### config.mk
export PLATFORM = sky130hd
export DESIGN_NAME = fetch_fifo
export DESIGN_NICKNAME = d
export VERILOG_FILES = /design/src/rtl/ariane_pkg.sv /design/src/rtl/fetch_fifo.sv
export SDC_FILE = /design/constraint.sdc
export NUM_CORES = 2
export LEC_CHECK = 0
export ABC_CLOCK_PERIOD_IN_PS = 39900
export CORE_AREA = 3 3 322 324
export DETAILED_ROUTE_END_ITERATION = 10
export DIE_AREA = 0 0 325 327
export PLACE_DENSITY = 0.76
export SKIP_CTS_REPAIR_TIMING = 1
export SKIP_LAST_GASP = 1
export SLEW_MARGIN = 20
export SYNTH_ARGS = -nofsm -noshare
export SYNTH_HDL_FRONTEND = slang
export SYNTH_SLANG_ARGS = --single-unit
### constraint.sdc
create_clock -name clk_i -period 39.9 [get_ports clk_i]
set_input_delay 7.98 -clock clk_i [delete_from_list [all_inputs] [get_ports clk_i]]
set_output_delay 7.98 -clock clk_i [all_outputs]
set_load 0.1 [all_outputs]
### src/rtl/ariane_pkg.sv
// Shared core types used by the fetch path: fetch exception, branch hint,
// the fetch queue entry, cause codes and the fetch queue depth.
package ariane_pkg;

  localparam int unsigned FETCH_FIFO_DEPTH = 4;

  // Synchronous exception cause codes (mcause encoding)
  localparam logic [63:0] INSTR_ADDR_MISALIGNED = 64'd0;
  localparam logic [63:0] INSTR_ACCESS_FAULT    = 64'd1;
  localparam logic [63:0] ILLEGAL_INSTR         = 64'd2;
  localparam logic [63:0] BREAKPOINT            = 64'd3;
  localparam logic [63:0] LD_ADDR_MISALIGNED    = 64'd4;
  localparam logic [63:0] LD_ACCESS_FAULT       = 64'd5;
  localparam logic [63:0] ST_ADDR_MISALIGNED    = 64'd6;
  localparam logic [63:0] ST_ACCESS_FAULT       = 64'd7;
  localparam logic [63:0] ENV_CALL_UMODE        = 64'd8;
  localparam logic [63:0] ENV_CALL_SMODE        = 64'd9;
  localparam logic [63:0] ENV_CALL_MMODE        = 64'd11;
  localparam logic [63:0] INSTR_PAGE_FAULT      = 64'd12;
  localparam logic [63:0] LOAD_PAGE_FAULT       = 64'd13;
  localparam logic [63:0] STORE_PAGE_FAULT      = 64'd15;

  typedef struct packed {
    logic [63:0] cause;
    logic [63:0] tval;
    logic        valid;
  } exception;

  typedef struct packed {
    logic        valid;
    logic [63:0] predict_address;
    logic        predict_taken;
  } branchpredict_sbe;

  typedef struct packed {
    logic [63:0]      address;
    logic [31:0]      instruction;
    branchpredict_sbe branch_predict;
    exception         ex;
  } fetch_entry;

  // Fetch faults whose tval must carry the faulting PC
  function automatic logic is_fetch_fault(input logic [63:0] cause);
    return (cause == INSTR_ACCESS_FAULT) || (cause == INSTR_PAGE_FAULT);
  endfunction

endpackage

### src/rtl/fetch_fifo.sv
// Instruction fetch queue: circular buffer between fetch and decode.
// One push and one pop per cycle, flush empties the queue on the next edge.
// No bypass: a pushed word is visible to decode one cycle later at the earliest.
module fetch_fifo
  import ariane_pkg::*;
#(
  parameter int unsigned DEPTH = FETCH_FIFO_DEPTH
) (
  input  logic                         clk_i,
  input  logic                         rst_i,
  input  logic                         flush_i,
  input  logic                         fetch_valid_i,
  output logic                         fetch_ready_o,
  input  logic [63:0]                  fetch_address_i,
  input  logic [31:0]                  fetch_rdata_i,
  input  branchpredict_sbe             fetch_bp_i,
  input  exception                     fetch_ex_i,
  output fetch_entry                   fetch_entry_o,
  output logic                         fetch_entry_valid_o,
  input  logic                         fetch_ack_i,
  output logic [$clog2(DEPTH+1)-1:0]   entries_o
);

  localparam int unsigned PW = $clog2(DEPTH);
  localparam int unsigned CW = $clog2(DEPTH+1);

  fetch_entry      mem [DEPTH];
  logic [PW-1:0]   rd_ptr, wr_ptr;
  logic [CW-1:0]   count;
  fetch_entry      wdata;
  logic            push, pop;

  // Handshakes; ready never looks at ack, so a full queue cannot push while popping
  assign fetch_ready_o       = (count < CW'(DEPTH)) && !flush_i;
  assign fetch_entry_valid_o = (count != '0);
  assign push                = fetch_valid_i && fetch_ready_o;
  assign pop                 = fetch_entry_valid_o && fetch_ack_i;
  assign fetch_entry_o       = mem[rd_ptr];
  assign entries_o           = count;

  // Build the stored entry; fetch faults record the faulting PC as tval
  always_comb begin
    wdata                = '0;
    wdata.address        = fetch_address_i;
    wdata.instruction    = fetch_rdata_i;
    wdata.branch_predict = fetch_bp_i;
    wdata.ex             = fetch_ex_i;
    if (fetch_ex_i.valid && is_fetch_fault(fetch_ex_i.cause))
      wdata.ex.tval = fetch_address_i;
  end

  // Storage write; push is already masked by flush through fetch_ready_o
  always_ff @(posedge clk_i or posedge rst_i) begin
    if (rst_i) begin
      for (int i = 0; i < int'(DEPTH); i++) mem[i] <= '0;
    end else if (push) begin
      mem[wr_ptr] <= wdata;
    end
  end

  // Pointers and occupancy; flush wins over any push/pop in the same cycle
  always_ff @(posedge clk_i or posedge rst_i) begin
    if (rst_i) begin
      rd_ptr <= '0;
      wr_ptr <= '0;
      count  <= '0;
    end else if (flush_i) begin
      rd_ptr <= '0;
      wr_ptr <= '0;
      count  <= '0;
    end else begin
      if (push) wr_ptr <= wr_ptr + PW'(1);
      if (pop)  rd_ptr <= rd_ptr + PW'(1);
      case ({push, pop})
        2'b10:   count <= count + CW'(1);
        2'b01:   count <= count - CW'(1);
        default: count <= count;
      endcase
    end
  end

endmodule

## Word level (Yosys, flattened, before mapping)

Index checks and enable logic that the tools add are counted.

- Add/subtract/negate cells: 4
- $lt $le $gt $ge: 4
- Equal/unequal tests: 4
- Mux-type cells: 13
- Bitwise operators: 2
- Reductions and logical operators: 11

Operator list:

| cell | number |
|---|---|
| bitwise mux 1164 bit | 1 |
| two-way mux 291 bit | 3 |
| binary-select mux 291 bit (select 2 bit) | 1 |
| demux 291 bit (select 2 bit) | 1 |
| == test 64 x 1 -> 1 bit (second input constant) | 1 |
| == test 64 x 4 -> 1 bit (second input constant) | 1 |
| two-way mux 64 bit | 1 |
| two-way mux 2 bit | 4 |
| greater-or-equal comparator 3 bit (second input constant) | 2 |
| inverter 2 -> 3 bit | 2 |
| case mux 3 bit (2 select lines) | 1 |
| nonzero test 3 bit | 2 |
| logical AND 1 bit | 5 |
| adder 2 x 1 -> 2 bit (second input constant) | 2 |
| nonzero test 2 bit | 2 |
| adder 3 x 1 -> 3 bit (second input constant) | 1 |
| < comparator 3 x 1 -> 1 bit (second input constant) | 1 |
| < comparator 3 bit (second input constant) | 1 |
| two-way mux 3 bit | 1 |
| subtractor 3 x 1 -> 3 bit (second input constant) | 1 |
| == test 2 x 1 -> 1 bit (second input constant) | 1 |
| == test 2 bit (second input constant) | 1 |
| zero test 1 bit | 1 |
| logical OR 1 bit | 1 |

- Register bits after elaboration: 1171
- Input port bits: 296
- Output and inout port bits: 296
- Logic and storage cells: 73

## Depth between registers and ports, before layout

- Word-level depth: 6
- Gate-level depth with buffers: 9
- Depth with buffers taken out: 7

## Worst setup path after synthesis

OpenSTA, ideal clock, no wires.

- Path kind: input-to-output
- Start point: in flush_i
- End point: out fetch_ready_o
- Arrival: 9.505 ns
- Required time: 31.920 ns
- Setup slack: 22.415 ns
- Cell stages on the path: 2
- Buffers on the path: 1
- Cells stage by stage: clkbuf_1 nor2_1

- Word-level cells in the longest chain between the ends: 2

Ends and longest elaborated chain:

| item | line | RTL |
|---|---|---|
| from (decl) | fetch_fifo.sv:11 | `input logic flush_i,` |
| zero test 1 bit | fetch_fifo.sv:34 | `assign fetch_ready_o = (count < CW'(DEPTH)) && !flush_i;` |
| logical AND 1 bit | fetch_fifo.sv:34 |  |
| to (decl) | fetch_fifo.sv:13 | `output logic fetch_ready_o,` |

Every way passes these cells.

## Worst setup path after layout

Same ends and word-level chain as after synthesis.

==> qor.csv <==
metric;value;unit
outcome;completed;
CTS buffer count;118;
total number of yosys warnings;0;
Worst path depth;3;
unrepaired setup endpoints after global routing;no;
total congestion overflow;0;
clk root buf;clkbuf_16;
crit start category;input pin;
biggest area consumer among synthesized cells;dfrtp_1;
first-pass GRT wire length;231000;um
Post-synth ARST share;1.00;
Synth area leaders;dfrtp_1 (57%), nand2_1 (15%), mux4_2 (13%);
detailed router's first-iteration violation count;3301;
DRT Pass-1 Iters;6;
Post-Synthesis Cells;4766;
count leader, synth;nand2_1;
design area;0.0624;mm^2
mean post-synth cell area;10.8;um^2
CTS Sinks;1171;
register area share after synthesis;0.569;
Setup-failing EPs final;0;
area of placed instances;0.0583;mm^2
# rows;117;
top cell type's share of synthesized area;0.569;
crit path max fanout;9;
Worst Max-Slew Pin Slew;1.19;ns
later-pin clock latency in the skew report;0.70;ns
remaining routing DRC violations;0;
Commonest cells post-synth;nand2_1 (2047), dfrtp_1 (1171), mux4_2 (291);
final setup TNS;0;ns
Critical Path RT;31.92;ns
flops & latches, synth;1171;
Crit Path Class;in2out;
I/O Buffers;591;
Setup crit end;fetch_ready_o;
via density per instance;5.74;
worst path bufs/invs;2;
Worst Setup SP;flush_i;
final period utilization;0.452;
most frequent CP cell;clkdlybuf4s50_1;
full die area;0.106;mm^2
fmax;55.4;MHz
syn_nets;5067;
GRT Util Overall;0.276;
Clock Pin Slew Worst Setup and Hold Paths;0.06;ns
Vias;38400;
share of cells above drive strength 1;0.157;
vias in the first global route;40000;
crit path time final;18.05;ns
synth-to-layout area growth;21.1;%
DR WL/cell;22.0;um
Routed Antenna Nets;0;
Critical Path End Type;primary output;
DRT Wirelength;147000;um
EDFF count, synth;0;
Die Ht;327;um
routability cong.;0.807;
cell family with most CP delay;buffers and inverters;
Core ar.;0.101;mm^2
final worst slack;21.85;ns
Clock Path Buffers;3;
R2R Setup Slk;35.85;ns
worst-case clock skew;0.0169;ns
Initial Utilization;0.508;
Synth Flop Type;dfrtp_1;
H-tree Lvls;3;
synth unique cells;35;
largest net degree at the start of global routing;189;
dpl hpwl;88400;um
fillers;7859;
Hold Crit Class;reg2reg;
CP max stage delay;1.20;ns
fin nets;5501;
antenna violations before repair;38;
Critical R2R Launch;entries_o[2];
Slew headroom;0.204;
Max Cap Violations;0;
crit path DAT;10.07;ns
Placement Setup Slack;21.88;ns
Slew Viols, Final;0;
CTS tree;done;
DIE WIDTH;325;um
depth of the most critical reg-to-reg path;7;
Hold Vio Cnt, Final;0;
Mapped Area;0.0515;mm^2
critical path's slowest cell;clkdlybuf4s50_1;
I/O pin count;592;
Worst R2R End;mem[55];
CP Cell Sequence;clkdlybuf4s50_1, nor2_1, clkdlybuf4s50_1;
cells by family (layout without fill, tap and decap cells):
group	Yosys count	count (layout)	share of synthesized area
xor gates and xnor gates	5	5	0.000850
DFF	1171	1171	0.569
AOI/OAI and AO/OA	324	324	0.0451
muxes	519	519	0.177
other	0	33	0
adders and majority gates	5	5	0.00136
buffers and inverters	331	861	0.0280
and+or+nand+nor	2411	2411	0.179
area by class of cell:
| type | count | area (um^2) | area share |
|---|---|---|---|
| inverters | 3 | 15.0 | 0.000241 |
| well taps | 1368 | 1710 | 0.0274 |
| clock inverters | 42 | 552 | 0.00884 |
| diodes | 33 | 82.6 | 0.00132 |
| multi-input cells | 3264 | 20800 | 0.334 |
| repair buffers | 642 | 6400 | 0.103 |
| flip-flops and latches | 1171 | 29300 | 0.470 |
| clock buffers | 174 | 3500 | 0.0560 |
flip-flops by register name, indices dropped and copies added (netlist names):
signal,cells
entries_o,3
mem,1164
rd_ptr,2
wr_ptr,2
worst register-to-register path: stages, from the launching register on:
cell and delay [ns]:
dfrtp_1 0.45, nor2_1 0.27, and3_4 0.71, buf_4 0.76, buf_4 0.73, buf_4 0.75
nor2_1 0.10, a31oi_1 0.20
how the worst min path moves through the flow:
stage          depth (start not counted)       end      from  slack (ns)
6_report                               2  mem[125]  mem[125]        0.47
5_1_grt                                2   mem[82]   mem[82]        0.48
4_1_cts                                2  mem[571]  mem[571]        0.47
3_5_place_dp                           2  mem[571]  mem[571]        0.46
3_3_place_gp                           2  mem[279]  mem[279]        0.45
2_1_floorplan                          2  mem[291]  mem[291]        0.44
layer usage:
metal | share of wire | routed length (um) | GRT usage | vias to the layer above
li1 | - | - | - | 16900
met1 | 0.39 | 57600 | 0.359 | 19600
met2 | 0.48 | 71300 | 0.449 | 1552
met3 | 0.082 | 12000 | 0.0633 | 310
met4 | 0.041 | 6040 | 0.122 | 16
met5 | 0.00078 | 115 | 0 | -
cells in the final DEF, fill, tap and decap left out, types with 26 or more instances in the layout:
cell type | synthesis | routed
nand2_1 | 2047 | 2044
dfrtp_1 | 1171 | 1169
clkdlybuf4s50_1 | 0 | 591
mux4_2 | 291 | 291
nor2_1 | 268 | 268
a31oi_1 | 256 | 256
mux2_2 | 227 | 227
clkbuf_16 | 0 | 121
nand3_1 | 65 | 65
buf_4 | 0 | 42
o21ai_2 | 40 | 40
diode_2 | 0 | 33
clkbuf_8 | 0 | 27
clkbuf_1 | 204 | 26
through the flow:
stage                     utilization  cells  hold WS (ns)
after floorplan                     -   4766         0.440
after global placement          0.574   6448         0.452
after detailed placement        0.574   6448         0.457
after CTS                       0.614   6664         0.472
after global routing            0.615   6688         0.483
final                           0.615   6697         0.468
Power is left out: the tool's default activity adds up to more than one toggle a clock period on the data nets, which glitch-free logic cannot reach.
